--- src/rtl/pipeline_ctrl_if.sv ---
// Hazard/stall control bundle between the pipeline datapath and pipeline_ctrl.
// Latency: none (plain wires); controls are combinational from ctrl state and hazard inputs.
// Backpressure: memBusy_m freezes the upstream latches through the write enables carried here.
interface pipeline_ctrl_if;
  // decode / execute / memory stage hazard sources
  logic [2:0]  readReg1_d;
  logic [2:0]  readReg2_d;
  logic        useRs1_d;
  logic        useRs2_d;
  logic        memRead_e;
  logic [2:0]  writeRegSel_e;
  logic        redirect_e;
  logic        memBusy_m;
  logic        halt_m;
  // per-latch controls back to the datapath
  logic        pcWriteEn;
  logic        fdWriteEn;
  logic        deWriteEn;
  logic        emWriteEn;
  logic        mwWriteEn;
  logic        fdFlush;
  logic        deFlush;
  logic        mwFlush;
  logic        halted;
  logic [15:0] stallCount;

  modport master (
    output readReg1_d, readReg2_d, useRs1_d, useRs2_d, memRead_e,
           writeRegSel_e, redirect_e, memBusy_m, halt_m,
    input  pcWriteEn, fdWriteEn, deWriteEn, emWriteEn, mwWriteEn,
           fdFlush, deFlush, mwFlush, halted, stallCount
  );

  modport slave (
    input  readReg1_d, readReg2_d, useRs1_d, useRs2_d, memRead_e,
           writeRegSel_e, redirect_e, memBusy_m, halt_m,
    output pcWriteEn, fdWriteEn, deWriteEn, emWriteEn, mwWriteEn,
           fdFlush, deFlush, mwFlush, halted, stallCount
  );
endinterface

--- src/rtl/pipeline_ctrl.sv ---
// Pipeline hazard controller: load-use bubbles, memory-wait freeze, redirect flushes, halt.
// Latency: controls are combinational in the same cycle; only state/pending redirect are registered.
// Backpressure: memBusy_m freezes PC..EM latches and bubbles MW until the access completes.
// Optional: define PIPE_CTRL_PERF_EN to build the saturating 16-bit stall-cycle counter.
module pipeline_ctrl (
  input  logic         clk,
  input  logic         rst,
  pipeline_ctrl_if.slave pif
);

  // one-hot so that any corrupted encoding is detectable and recovers to RUN
  typedef enum logic [3:0] {
    RUN       = 4'b0001,
    LU_BUBBLE = 4'b0010,
    MEM_WAIT  = 4'b0100,
    HALTED    = 4'b1000
  } state_t;

  state_t     state, state_nxt;
  logic       pend_redirect, pend_nxt;
  logic       load_use;
  logic [4:0] we;      // {pc, fd, de, em, mw}
  logic       fd_fl, de_fl, mw_fl, halted_o;

  assign load_use = pif.memRead_e &
                    ((pif.useRs1_d & (pif.readReg1_d == pif.writeRegSel_e)) |
                     (pif.useRs2_d & (pif.readReg2_d == pif.writeRegSel_e)));

  // state and sticky redirect registers; reset drops any pending redirect
  always_ff @(posedge clk) begin
    if (rst) begin
      state         <= RUN;
      pend_redirect <= 1'b0;
    end else begin
      state         <= state_nxt;
      pend_redirect <= pend_nxt;
    end
  end

  // next state and latch controls; during reset everything writes so latches clear themselves
  always_comb begin
    we        = 5'b11111;
    fd_fl     = 1'b0;
    de_fl     = 1'b0;
    mw_fl     = 1'b0;
    halted_o  = 1'b0;
    state_nxt = state;
    pend_nxt  = pend_redirect;
    if (!rst) begin
      case (state)
        RUN, LU_BUBBLE: begin
          if (pif.halt_m) begin
            we        = 5'b00000;
            state_nxt = HALTED;
          end else if (pif.memBusy_m) begin
            we        = 5'b00001;
            mw_fl     = 1'b1;
            state_nxt = MEM_WAIT;
            pend_nxt  = pend_redirect | pif.redirect_e;
          end else if (pif.redirect_e) begin
            fd_fl     = 1'b1;
            de_fl     = 1'b1;
            state_nxt = RUN;
          end else if (load_use && (state == RUN)) begin
            // the bubble cycle itself never re-checks, so one load costs one stall
            we        = 5'b00111;
            de_fl     = 1'b1;
            state_nxt = LU_BUBBLE;
          end else begin
            state_nxt = RUN;
          end
        end
        MEM_WAIT: begin
          if (pif.memBusy_m) begin
            we       = 5'b00001;
            mw_fl    = 1'b1;
            pend_nxt = pend_redirect | pif.redirect_e;
          end else begin
            pend_nxt = 1'b0;
            if (pif.halt_m) begin
              we        = 5'b00000;
              state_nxt = HALTED;
            end else begin
              fd_fl     = pend_redirect | pif.redirect_e;
              de_fl     = pend_redirect | pif.redirect_e;
              state_nxt = RUN;
            end
          end
        end
        HALTED: begin
          we       = 5'b00000;
          halted_o = 1'b1;
        end
        default: begin
          we        = 5'b00000;
          state_nxt = RUN;
          pend_nxt  = 1'b0;
        end
      endcase
    end
  end

  assign pif.pcWriteEn = we[4];
  assign pif.fdWriteEn = we[3];
  assign pif.deWriteEn = we[2];
  assign pif.emWriteEn = we[1];
  assign pif.mwWriteEn = we[0];
  assign pif.fdFlush   = fd_fl;
  assign pif.deFlush   = de_fl;
  assign pif.mwFlush   = mw_fl;
  assign pif.halted    = halted_o;

`ifdef PIPE_CTRL_PERF_EN
  logic [15:0] stall_cnt;

  // count every cycle the PC is held outside of halt, sticking at all-ones
  always_ff @(posedge clk) begin
    if (rst) begin
      stall_cnt <= 16'd0;
    end else if (!we[4] && (state != HALTED) && (stall_cnt != 16'hFFFF)) begin
      stall_cnt <= stall_cnt + 16'd1;
    end
  end

  assign pif.stallCount = stall_cnt;
`else
  assign pif.stallCount = 16'd0;
`endif

endmodule
--- src/flat_wrapper.sv ---
// flat-port wrapper written by rule: the top's interface ports become plain ports
module pipeline_ctrl_flat 
  (clk, rst, pif_readReg1_d, pif_readReg2_d, pif_useRs1_d, pif_useRs2_d, pif_memRead_e, pif_writeRegSel_e, pif_redirect_e, pif_memBusy_m, pif_halt_m, pif_pcWriteEn, pif_fdWriteEn, pif_deWriteEn, pif_emWriteEn, pif_mwWriteEn, pif_fdFlush, pif_deFlush, pif_mwFlush, pif_halted, pif_stallCount);
  pipeline_ctrl_if pif_i ();
  input  logic clk;
  input  logic rst;
  input wire logic [$bits(pif_i.readReg1_d)-1:0] pif_readReg1_d;
  input wire logic [$bits(pif_i.readReg2_d)-1:0] pif_readReg2_d;
  input wire logic [$bits(pif_i.useRs1_d)-1:0] pif_useRs1_d;
  input wire logic [$bits(pif_i.useRs2_d)-1:0] pif_useRs2_d;
  input wire logic [$bits(pif_i.memRead_e)-1:0] pif_memRead_e;
  input wire logic [$bits(pif_i.writeRegSel_e)-1:0] pif_writeRegSel_e;
  input wire logic [$bits(pif_i.redirect_e)-1:0] pif_redirect_e;
  input wire logic [$bits(pif_i.memBusy_m)-1:0] pif_memBusy_m;
  input wire logic [$bits(pif_i.halt_m)-1:0] pif_halt_m;
  output wire logic [$bits(pif_i.pcWriteEn)-1:0] pif_pcWriteEn;
  output wire logic [$bits(pif_i.fdWriteEn)-1:0] pif_fdWriteEn;
  output wire logic [$bits(pif_i.deWriteEn)-1:0] pif_deWriteEn;
  output wire logic [$bits(pif_i.emWriteEn)-1:0] pif_emWriteEn;
  output wire logic [$bits(pif_i.mwWriteEn)-1:0] pif_mwWriteEn;
  output wire logic [$bits(pif_i.fdFlush)-1:0] pif_fdFlush;
  output wire logic [$bits(pif_i.deFlush)-1:0] pif_deFlush;
  output wire logic [$bits(pif_i.mwFlush)-1:0] pif_mwFlush;
  output wire logic [$bits(pif_i.halted)-1:0] pif_halted;
  output wire logic [$bits(pif_i.stallCount)-1:0] pif_stallCount;
  assign pif_i.readReg1_d = pif_readReg1_d;
  assign pif_i.readReg2_d = pif_readReg2_d;
  assign pif_i.useRs1_d = pif_useRs1_d;
  assign pif_i.useRs2_d = pif_useRs2_d;
  assign pif_i.memRead_e = pif_memRead_e;
  assign pif_i.writeRegSel_e = pif_writeRegSel_e;
  assign pif_i.redirect_e = pif_redirect_e;
  assign pif_i.memBusy_m = pif_memBusy_m;
  assign pif_i.halt_m = pif_halt_m;
  assign pif_pcWriteEn = pif_i.pcWriteEn;
  assign pif_fdWriteEn = pif_i.fdWriteEn;
  assign pif_deWriteEn = pif_i.deWriteEn;
  assign pif_emWriteEn = pif_i.emWriteEn;
  assign pif_mwWriteEn = pif_i.mwWriteEn;
  assign pif_fdFlush = pif_i.fdFlush;
  assign pif_deFlush = pif_i.deFlush;
  assign pif_mwFlush = pif_i.mwFlush;
  assign pif_halted = pif_i.halted;
  assign pif_stallCount = pif_i.stallCount;
  pipeline_ctrl u_core (.clk(clk), .rst(rst), .pif(pif_i));
endmodule
--- config.mk ---
export PLATFORM = sky130hd
export DESIGN_NAME = pipeline_ctrl_flat
export DESIGN_NICKNAME = d
export VERILOG_FILES = /design/src/rtl/pipeline_ctrl_if.sv /design/src/rtl/pipeline_ctrl.sv /design/src/flat_wrapper.sv
export SDC_FILE = /design/constraint.sdc
export NUM_CORES = 1
export LEC_CHECK = 0
export BUFFER_PORTS_ARGS = -buffer_cell sky130_fd_sc_hd__buf_2
export CORE_MARGIN = 2
export CORE_UTILIZATION = 42
export CTS_CLUSTER_DIAMETER = 80
export DETAILED_ROUTE_END_ITERATION = 8
export PLACE_DENSITY = 0.8
export SLEW_MARGIN = 20
export SYNTH_ARGS = -nofsm -noshare
export SYNTH_HDL_FRONTEND = slang
export SYNTH_SLANG_ARGS = --single-unit
--- constraint.sdc ---
create_clock -name clk -period 1.75 [get_ports clk]
set_clock_uncertainty 0.2 [all_clocks]
set_input_delay 0.2625 -clock clk [delete_from_list [all_inputs] [get_ports clk]]
set_output_delay 0.2625 -clock clk [all_outputs]
set_load 0.02 [all_outputs]
==> impl_metrics.toml <==
[status]
status = "finished with violations"
violations = "negative setup slack"

[critical_path]
critPathKind = "reg2out"
required_ns = 1.29
cp_num_buf_inv = 2
critPathMaxStageDelay_ns = 0.51
cp_slowest_cell = "or4b_4"
rrSetupSlack_ns = -0.04
crit_fanout = 10
start_kind = "register"
path_cells = "buf_4 -> or4b_4 -> nor2_1 -> buf_4"
cp-end-kind = "primary output"
crit_arrival_ns = 1.52
cp_common_cell = "buf_4"
worst_path_dominant_cell_family = "simple AND/OR/NAND/NOR gates"

[clock_tree]
cts_root_buf = "clkbuf_4"
clk_path_buf_depth = 2
numClockSinks = 5
numCtsBuffers = 3
cts_hold_buf = 0
clk_pin_slew_worst_paths_ns = 0.05
clkLatencyLatePin_ns = 0.25
tritoncts = "built"
htreeDepth = 1

[die]
start_util = 0.456
fp.dieH_um = 44.7
die_w_um = 44.7
rows = 14
die-area_um2 = 1990
core_area_um2 = 1520
ios = 42

[pwr]
power.density_nw_per_um2 = 579
ir_worst_vdd_mv = 0.314
leakage_uw = 0.000465
finalPower_uw = 584

[timing]
finalCritPeriodShare = 1.13
finalHoldViolations = 0
drv_slew = 0
setup_violations = 11
layout_setup_ws_ns = -0.233
finalCriticalPeriod_ns = 1.98
rsz0062_at_grt = "yes"
clock.fmax_ghz = 0.504

[synthesis]
synth_cell_types = 34
avgSynthCellArea_um2 = 7.47
yosysSeqAreaShare = 0.144
syn_area_um2 = 694
synth-warning-count = 0
synth-seq-cells = 5
syn_inst = 93

[grt]
antenna_found_initial = 0
globalRouteOverflowTotal = 0
grt_first_pass_wirelength_mm = 3.03
track_usage = 0.207
grt_pass1_vias = 741
grt_start_max_net_pins = 12

[drt]
viasPerCell = 5.12
drc = 0
ant_nets = 0
drtIter0Drc = 18
drt_first_pass_iters = 4
vias = 758
wire_per_inst_um = 12.9
wirelength_mm = 1.91

[layout]
num-fill-cells = 126
nets = 150
diodes = 0
fin_cells = 148
drive_above_1_share = 0.485
area_growth_pct = 45.2

[place]
hpwl_mm = 1.44
gp_congestion = 0.823
io_buffers = 25
dp_cells = 140

[flow_run]
maxCapViolCount = 0

[min_path]
hp-class = "in2reg"
cells in the mapped netlist, drive strengths merged:
cell type	count	area, µm²
nand2b	3	18.8
conb	1	3.75
nor3b	1	7.51
o211ai	3	22.5
and4	1	8.76
and2b	1	7.51
nor2	5	18.8
a31oi	2	12.5
a21o	2	15.0
nor4b	2	17.5
and2	1	6.26
nor2b	3	18.8
xnor2	6	52.6
nor4	1	6.26
or4b	2	27.5
nor3	2	15.0
nand4	2	12.5
a21oi	7	38.8
or3b	1	8.76
nand4b	1	8.76
o21a	1	7.51
nand2	3	13.8
nand3	4	20.0
inv	2	7.51
o21ai	6	30.0
buf	22	164
dfxtp	5	100
xor2	2	17.5
o22ai	1	6.26
worst reg2reg max path, delay by kind of cell (launching register included):
kind	cells	cell delay [ns]
buffers and inverters	4	0.51
AO/OA/AOI/OAI	1	0.05
AND/OR/NAND/NOR	3	0.50
flip-flops	1	0.40
kinds of logic after synthesis:
group	count (synthesis)	synth area share
buf+inv	24	0.247
xor+xnor	8	0.101
compound gates	22	0.191
flops	5	0.144
other cells	1	0.00540
simple gates	33	0.312
registers in the layout, indices dropped and copies added (netlist names):
register / flops
u_core.pend_redirect: 1
u_core.state: 4
routing by layer:
metal | GRT usage | routed length (µm) | vias up
li1 | - | - | 371
met1 | 0.217 | 715 | 345
met2 | 0.386 | 1040 | 40
met3 | 0.0367 | 148 | 2
met4 | 0.103 | 9 | 0
met5 | 0 | 0 | -
layout by cell type, fill, tap and decap left out, types with 2 or more instances in the layout:
| cell | count |
|---|---|
| xnor2_1 | 6 |
| a21oi_2 | 3 |
| a21oi_1 | 4 |
| buf_4 | 20 |
| o21ai_1 | 2 |
| buf_6 | 5 |
| dfxtp_4 | 2 |
| conb_1 | 16 |
| nand2b_1 | 2 |
| nor3_2 | 2 |
| xor2_1 | 2 |
| buf_2 | 17 |
| nand4_1 | 2 |
| clkbuf_4 | 3 |
| dfxtp_1 | 2 |
| nor2b_1 | 2 |
| o21ai_0 | 3 |
| nor2_1 | 5 |
| or4b_4 | 2 |
| inv_1 | 2 |
| o211ai_1 | 3 |
| nand3_1 | 4 |
| a21o_1 | 2 |
repair_timing:
action,4_1_cts,5_1_grt
gates resized for setup,25,4
endpoints found under the setup margin,11,11
setup buffers,2,2
pin swaps,3,1
metrics by stage:
stage	setup slack (ns)	instance area [µm²]	setup TNS, ns	hold WS (ns)	utilization
floorplan	-0.0126	773	-0.0126	0.132	-
global placement	-0.0618	852	-0.205	0.311	0.559
detailed placement	-0.101	852	-0.527	0.304	0.559
CTS	-0.233	970	-1.69	0.0973	0.636
global route	-0.313	1010	-2.58	0.119	0.662
finish	-0.233	1010	-1.79	0.108	0.662
path summary, 6_finish.rpt:
path / from / end / cells after the start
max: u_core.state[2]$_SDFFE_PP0P_ / pif_halted / 4
min: rst / u_core.state[3]$_SDFFE_PP0P_ / 2
max reg2reg: u_core.state[2]$_SDFFE_PP0P_ / u_core.state[1]$_SDFFE_PP0P_ / 8
min reg2reg: u_core.pend_redirect$_SDFFE_PP0P_ / u_core.pend_redirect$_SDFFE_PP0P_ / 2
layout make-up:
| type | count | area (µm²) | share of cell area |
|---|---|---|---|
| flip-flops and latches | 5 | 109 | 0.108 |
| clock buffers | 4 | 26.3 | 0.0261 |
| repair buffers | 42 | 292 | 0.289 |
| multi-input cells | 79 | 554 | 0.550 |
| well taps | 16 | 20.0 | 0.0199 |
| inverters | 2 | 7.51 | 0.00744 |
report_power, final:
part / leakage (µW) / internal (µW) / switching (µW)
clock network: 0.0000150 / 86.7 / 54.8
logic: 0.000408 / 134 / 156
registers: 0.0000424 / 126 / 26.7
No activity file was read; power rests on OpenSTA's default activity.
